===== config.mk =====
export PLATFORM = sky130hd
export DESIGN_NAME = msu_ext_arbiter
export DESIGN_NICKNAME = d
export VERILOG_FILES = /design/src/rtl/msu_pkg.sv /design/src/rtl/msu_ack_timer.sv /design/src/rtl/msu_ext_arbiter.sv
export SDC_FILE = /design/constraint.sdc
export NUM_CORES = 1
export LEC_CHECK = 0
export CAP_MARGIN = 10
export CORE_MARGIN = 2
export CORE_UTILIZATION = 39
export CTS_BUF_LIST = sky130_fd_sc_hd__clkbuf_8
export DETAILED_ROUTE_END_ITERATION = 7
export PLACE_DENSITY = 0.83
export SLEW_MARGIN = 10
export SYNTH_ARGS = -nofsm -noshare
export SYNTH_HDL_FRONTEND = slang
export SYNTH_SLANG_ARGS = --single-unit

===== constraint.sdc =====
create_clock -name clk -period 2.1 [get_ports clk]
set_input_delay 0.315 -clock clk [delete_from_list [all_inputs] [get_ports clk]]
set_output_delay 0.315 -clock clk [all_outputs]
set_load 0.02 [all_outputs]

===== src/rtl/msu_pkg.sv =====
// Shared types and constants for the MSU-1 EXT sector-bus arbiter.
// The optional ack-wait timeout is enabled with the MSU_EXT_ARB_TIMEOUT_EN macro.
package msu_pkg;

  localparam int MSU_SECTOR_W = 22;

  localparam logic MSU_REQ_DATA  = 1'b0;
  localparam logic MSU_REQ_AUDIO = 1'b1;

  typedef enum logic [1:0] {
    IDLE     = 2'd0,
    WAIT_ACK = 2'd1,
    XFER     = 2'd2,
    GAP      = 2'd3
  } msu_arb_state_t;

  // Urgent audio wins outright; a tie goes to whoever was not served last.
  function automatic logic msu_pick(input logic audio_req, input logic data_req,
                                    input logic audio_urgent, input logic last_grant);
    if (audio_urgent && audio_req) return MSU_REQ_AUDIO;
    if (audio_req && data_req)     return ~last_grant;
    return audio_req ? MSU_REQ_AUDIO : MSU_REQ_DATA;
  endfunction

endpackage


===== src/rtl/msu_ack_timer.sv =====
// Ack-wait counter: cleared by start, counts while run, flags expire on the last allowed cycle.
// Only instantiated when MSU_EXT_ARB_TIMEOUT_EN is defined.
module msu_ack_timer #(
  parameter int           W     = 24,
  parameter logic [W-1:0] LIMIT = {W{1'b1}}
) (
  input  logic clk,
  input  logic reset,
  input  logic start,
  input  logic run,
  output logic expire
);

  logic [W-1:0] count;

  always_ff @(posedge clk or posedge reset) begin
    if (reset)      count <= '0;
    else if (start) count <= '0;
    else if (run)   count <= count + 1'b1;
  end

  assign expire = run && (count == LIMIT - 1'b1);

endmodule


===== src/rtl/msu_ext_arbiter.sv =====
// Arbitrates whole-sector EXT bus transactions between the MSU data reader and audio sequencer.
// Define MSU_EXT_ARB_TIMEOUT_EN to abandon transactions whose ack never arrives.
module msu_ext_arbiter
  import msu_pkg::*;
#(
  parameter int          SECTOR_W       = MSU_SECTOR_W,
  parameter logic [23:0] TIMEOUT_CYCLES = 24'd8_000_000
) (
  input  logic                clk,
  input  logic                reset,
  input  logic                audio_req,
  input  logic [SECTOR_W-1:0] audio_sector,
  input  logic                audio_jump,
  input  logic                audio_urgent,
  input  logic                data_req,
  input  logic [SECTOR_W-1:0] data_sector,
  input  logic                data_jump,
  input  logic                ext_ack,
  input  logic                ext_wr,
  output logic                ext_req,
  output logic [SECTOR_W-1:0] ext_sector,
  output logic                ext_jump_sector,
  output logic                ext_sel,
  output logic                audio_ack,
  output logic                audio_wr,
  output logic                data_ack,
  output logic                data_wr,
  output logic                audio_timeout,
  output logic                data_timeout
);

  msu_arb_state_t state, state_next;
  logic grant, last_grant;
  logic pick, pick_grant, expire, timeout_fire, active;

  // NOTE: sequential state uses non-blocking assignments so every flop samples pre-edge values.
  always_ff @(posedge clk or posedge reset) begin
    if (reset) state <= IDLE;
    else       state <= state_next;
  end

  // NOTE: every combinational output gets a default first so no path infers a latch.
  always_comb begin
    state_next   = state;
    pick         = 1'b0;
    pick_grant   = last_grant;
    timeout_fire = 1'b0;
    case (state)
      IDLE: if (audio_req || data_req) begin
        pick       = 1'b1;
        pick_grant = msu_pick(audio_req, data_req, audio_urgent, last_grant);
        state_next = WAIT_ACK;
      end
      WAIT_ACK: if (ext_ack) begin
        state_next = XFER;
      end else if (expire) begin
        timeout_fire = 1'b1;
        state_next   = GAP;
      end
      XFER:    if (!ext_ack) state_next = GAP;
      GAP:     state_next = IDLE;
      default: state_next = IDLE;
    endcase
  end

  // NOTE: last_grant resets to AUDIO so the very first tie goes to DATA.
  always_ff @(posedge clk or posedge reset) begin
    if (reset) begin
      grant           <= MSU_REQ_DATA;
      last_grant      <= MSU_REQ_AUDIO;
      ext_req         <= 1'b0;
      ext_sector      <= '0;
      ext_jump_sector <= 1'b0;
    end else if (pick) begin
      grant           <= pick_grant;
      last_grant      <= pick_grant;
      ext_req         <= 1'b1;
      ext_sector      <= pick_grant ? audio_sector : data_sector;
      ext_jump_sector <= pick_grant ? audio_jump : data_jump;
    end else if (state == WAIT_ACK && state_next != WAIT_ACK) begin
      ext_req <= 1'b0;
    end
  end

  assign ext_sel = grant;

  // ack/wr reach only the granted requester, and only while its transaction is live.
  assign active    = (state == WAIT_ACK) || (state == XFER);
  assign audio_ack = ext_ack & active & grant;
  assign audio_wr  = ext_wr  & active & grant;
  assign data_ack  = ext_ack & active & ~grant;
  assign data_wr   = ext_wr  & active & ~grant;

`ifdef MSU_EXT_ARB_TIMEOUT_EN
  msu_ack_timer #(
    .W     (24),
    .LIMIT (TIMEOUT_CYCLES)
  ) u_ack_timer (
    .clk    (clk),
    .reset  (reset),
    .start  (pick),
    .run    (state == WAIT_ACK),
    .expire (expire)
  );

  always_ff @(posedge clk or posedge reset) begin
    if (reset) begin
      audio_timeout <= 1'b0;
      data_timeout  <= 1'b0;
    end else begin
      audio_timeout <= timeout_fire & grant;
      data_timeout  <= timeout_fire & ~grant;
    end
  end
`else
  assign expire        = 1'b0;
  assign audio_timeout = 1'b0;
  assign data_timeout  = 1'b0;
`endif

endmodule

==> summary.md <==
| Metric | Value |
|---|---|
| CTS buffer count | `3` |
| Vias in the first global route | `1356` |
| Cell chain of the critical path | `inv_1 -> ha_1 -> mux2_4 -> a22oi_4 -> inv_2 -> nand2_1 -> a31oi_1` |
| WP data required | `2240 ps` |
| Max-slew violation count | `0` |
| Layout cells sized above 1 | `4.92%` |
| CP arrival | `2070 ps` |
| Area of the mapped netlist | `0.00143 sq mm` |
| Worst path depth | `7` |
| First-pass GRT wire length | `5.98 mm` |
| Max Clock Freq | `0.517 GHz` |
| Root Driver | `clkbuf_8` |
| Crit. Startpoint | `state[0]` |
| Max_cap viols | `0` |
| Leakage | `1.01 nW` |
| Die Height | `64.5 um` |
| Iteration-0 DRC Markers | `52` |
| Sequential area share after synthesis | `49.1%` |
| Vias per cell | `4.70` |
| Sequential Power Share | `29.7%` |
| Status | `complete, no violations` |
| Worst Setup EP | `ext_sector[4]` |
| Layout Nets | `302` |
| Internal | `0.00191 W` |
| Fin. Hold Viols | `0` |
| ANT nets after route | `0` |
| N_diodes | `0` |
| Post-CTS Setup Inserts | `0` |
| P&R area growth vs syn | `60.8%` |
| RSZ-0062 raised after global routing | `no` |
| Setup TNS | `0 ps` |
| Switch share | `42.9%` |
| Psw | `0.00143 W` |
| Ports | `84` |
| Synth cell count leaders | `nand2_1 (47), dfrtp_1 (27), nor2_1 (25)` |
| CTS tree | `yes` |
| Number of synthesized flops with an enable pin | `0` |
| Count leader, synth | `nand2_1` |
| Reg2Reg Launch Point | `state[0]` |
| Crit share post-route | `92.1%` |
| Core box area | `0.00342 sq mm` |
| Hold_ws | `399 ps` |
| Placer congestion estimate | `0.804` |
| Port Buffers | `81` |
| CP Capture Type | `flop` |
| Final Setup Violations | `0` |
| Cts repair resizes | `4` |
| Synth area leaders | `dfrtp_1 (47%), nand2_1 (12%), a31oi_1 (10%)` |
| Std-Cell Rows | `21` |
| Crit-path max FO | `24` |
| Sink Count | `28` |
| Worst-Skew Late Latency | `270 ps` |
| CP Buf/Inv Count | `2` |
| WS Path Type | `flop to flop` |
| Distinct cells, synth | `28` |
| Mean Syn Cell Area | `8.71 sq um` |
| FILL cells | `289` |
| FF-to-FF End | `ext_sector[4]` |
| R2R Setup Slk | `160 ps` |
| Initial antenna violation count | `0` |
| Die width | `64.5 um` |
| Routed WL | `3.52 mm` |
| Drt drc | `0` |
| Final Util | `67.3%` |
| Clock slew at reported path FFs | `100 ps` |
| Register-to-Register Path Depth | `7` |
| Asr flop ratio synth | `100%` |
| Combinational Power Share | `61.7%` |
| Dominant cell type by area after synthesis | `dfrtp_1` |
| CTS Buffer Depth | `2` |
| Drt first pass iters | `4` |
| Family with the most delay on the worst path | `flip-flops` |
| Minimum clock period | `1940 ps` |
| Clock Power Share | `8.6%` |
| Ys Warns | `0` |
| Synth top area share | `47.3%` |
| Largest net degree at the start of global routing | `29` |
| Detailed placer's ending HPWL | `2.68 mm` |
| Pwr Density | `1450 mW/mm^2` |
| Worst path max stage delay | `410 ps` |
| Worst hold path type | `input port to async pin` |
| GRT overflow | `0` |
| Mapped Cells | `164` |
| Worst Setup Start Kind | `flop` |
| Die area | `0.00416 sq mm` |
| Clock Skews | `9.68 ps` |
| Hold-fix buffers at CTS | `0` |
| Initial Utilization | `41.8%` |
| Htree depth | `1` |
| Peak supply drop | `0.631 mV` |
| Vias | `1363` |
| Most used DFF post-synth | `dfrtp_1` |
| Highest-delay cell along the critical path | `dfrtp_1` |
| DR WL/cell | `12.1 um` |
| #FFs+latches synth | `28` |
| Gr usage total | `18.0%` |
[through the flow]
step / instance area (sq um) / power, W / instances / setup WS (ps)
5_1_grt: 2300 / 0.00363 / 290 / 9.39
3_3_place_gp: 2260 / 0.00305 / 286 / 202
3_5_place_dp: 2260 / 0.00311 / 286 / 158
2_1_floorplan: 1430 / 0.00231 / 165 / 402
6_report: 2300 / 0.00334 / 290 / 165
4_1_cts: 2300 / 0.00338 / 290 / 142
[cell usage in the layout, fill, tap and decap left out, types with 3 or more instances in the layout]
cell type        netlist  layout
clkbuf_8               0       3
dlygate4sd2_1          0       4
nand2_1               47      47
a31oi_1               23      23
dfrtp_1               27      27
buf_4                  2       5
clkdlybuf4s50_1        0      77
inv_1                  5       6
nor2_1                25      25
ha_1                   4       4
[power groups by stage]
stage / combinational (W) / clock [W] / sequential (W)
after detailed placement: 0.00210 / 0 / 0.00101
after floorplan: 0.00102 / 0 / 0.00129
after CTS: 0.00209 / 0.000296 / 0.000993
after global routing: 0.00228 / 0.000315 / 0.00103
after global placement: 0.00206 / 0 / 0.000988
final: 0.00206 / 0.000288 / 0.000990
[kinds of logic after synthesis]
kind of cell               Yosys count  synth area share (%)
AOI/OAI and AO/OA                   34                  16.4
adders and majority gates            4                  3.50
buffers and inverters               17                  7.27
DFF                                 28                  49.1
muxes                                1                  1.05
other                                1                 0.262
and+or+nand+nor                     79                  22.4
[registers in the layout (all words and copies together), names as in the netlist]
register	count
ext_sel	1
ext_req	1
last_grant	1
ext_jump_sector	1
ext_sector	22
state	2
[area by class of cell]
cell class / instances / area [sq um] / share of cell area (%)
clock inverters: 1 / 3.75 / 0.163
multi-input cells: 120 / 627 / 27.3
inverters: 6 / 22.5 / 0.980
flip-flops and latches: 28 / 702 / 30.6
repair buffers: 86 / 843 / 36.7
clock buffers: 3 / 41.3 / 1.80
well taps: 46 / 57.6 / 2.51
[how the worst min path moves through the flow]
stage	startpoint	end	cells after the start
3_3_place_gp	ext_req	ext_req	1
3_5_place_dp	ext_req	ext_req	1
6_report	reset	ext_sector[0]	3
5_1_grt	reset	ext_sector[1]	3
4_1_cts	reset	ext_sector[3]	3
2_1_floorplan	reset	ext_jump_sector	1
[worst min-delay path, stage by stage]
cell and delay (ps):
clkdlybuf4s50_1 390, inv_1 50, buf_4 330
[per-layer routing]
layer	share of wire (%)	track usage [%]	up-vias
met5	0	0	-
met1	43	22.2	607
li1	-	-	704
met4	1.2	5.59	0
met3	6.4	3.47	4
met2	49	31.8	48
Note: power is estimated with default switching activity, not from simulation.
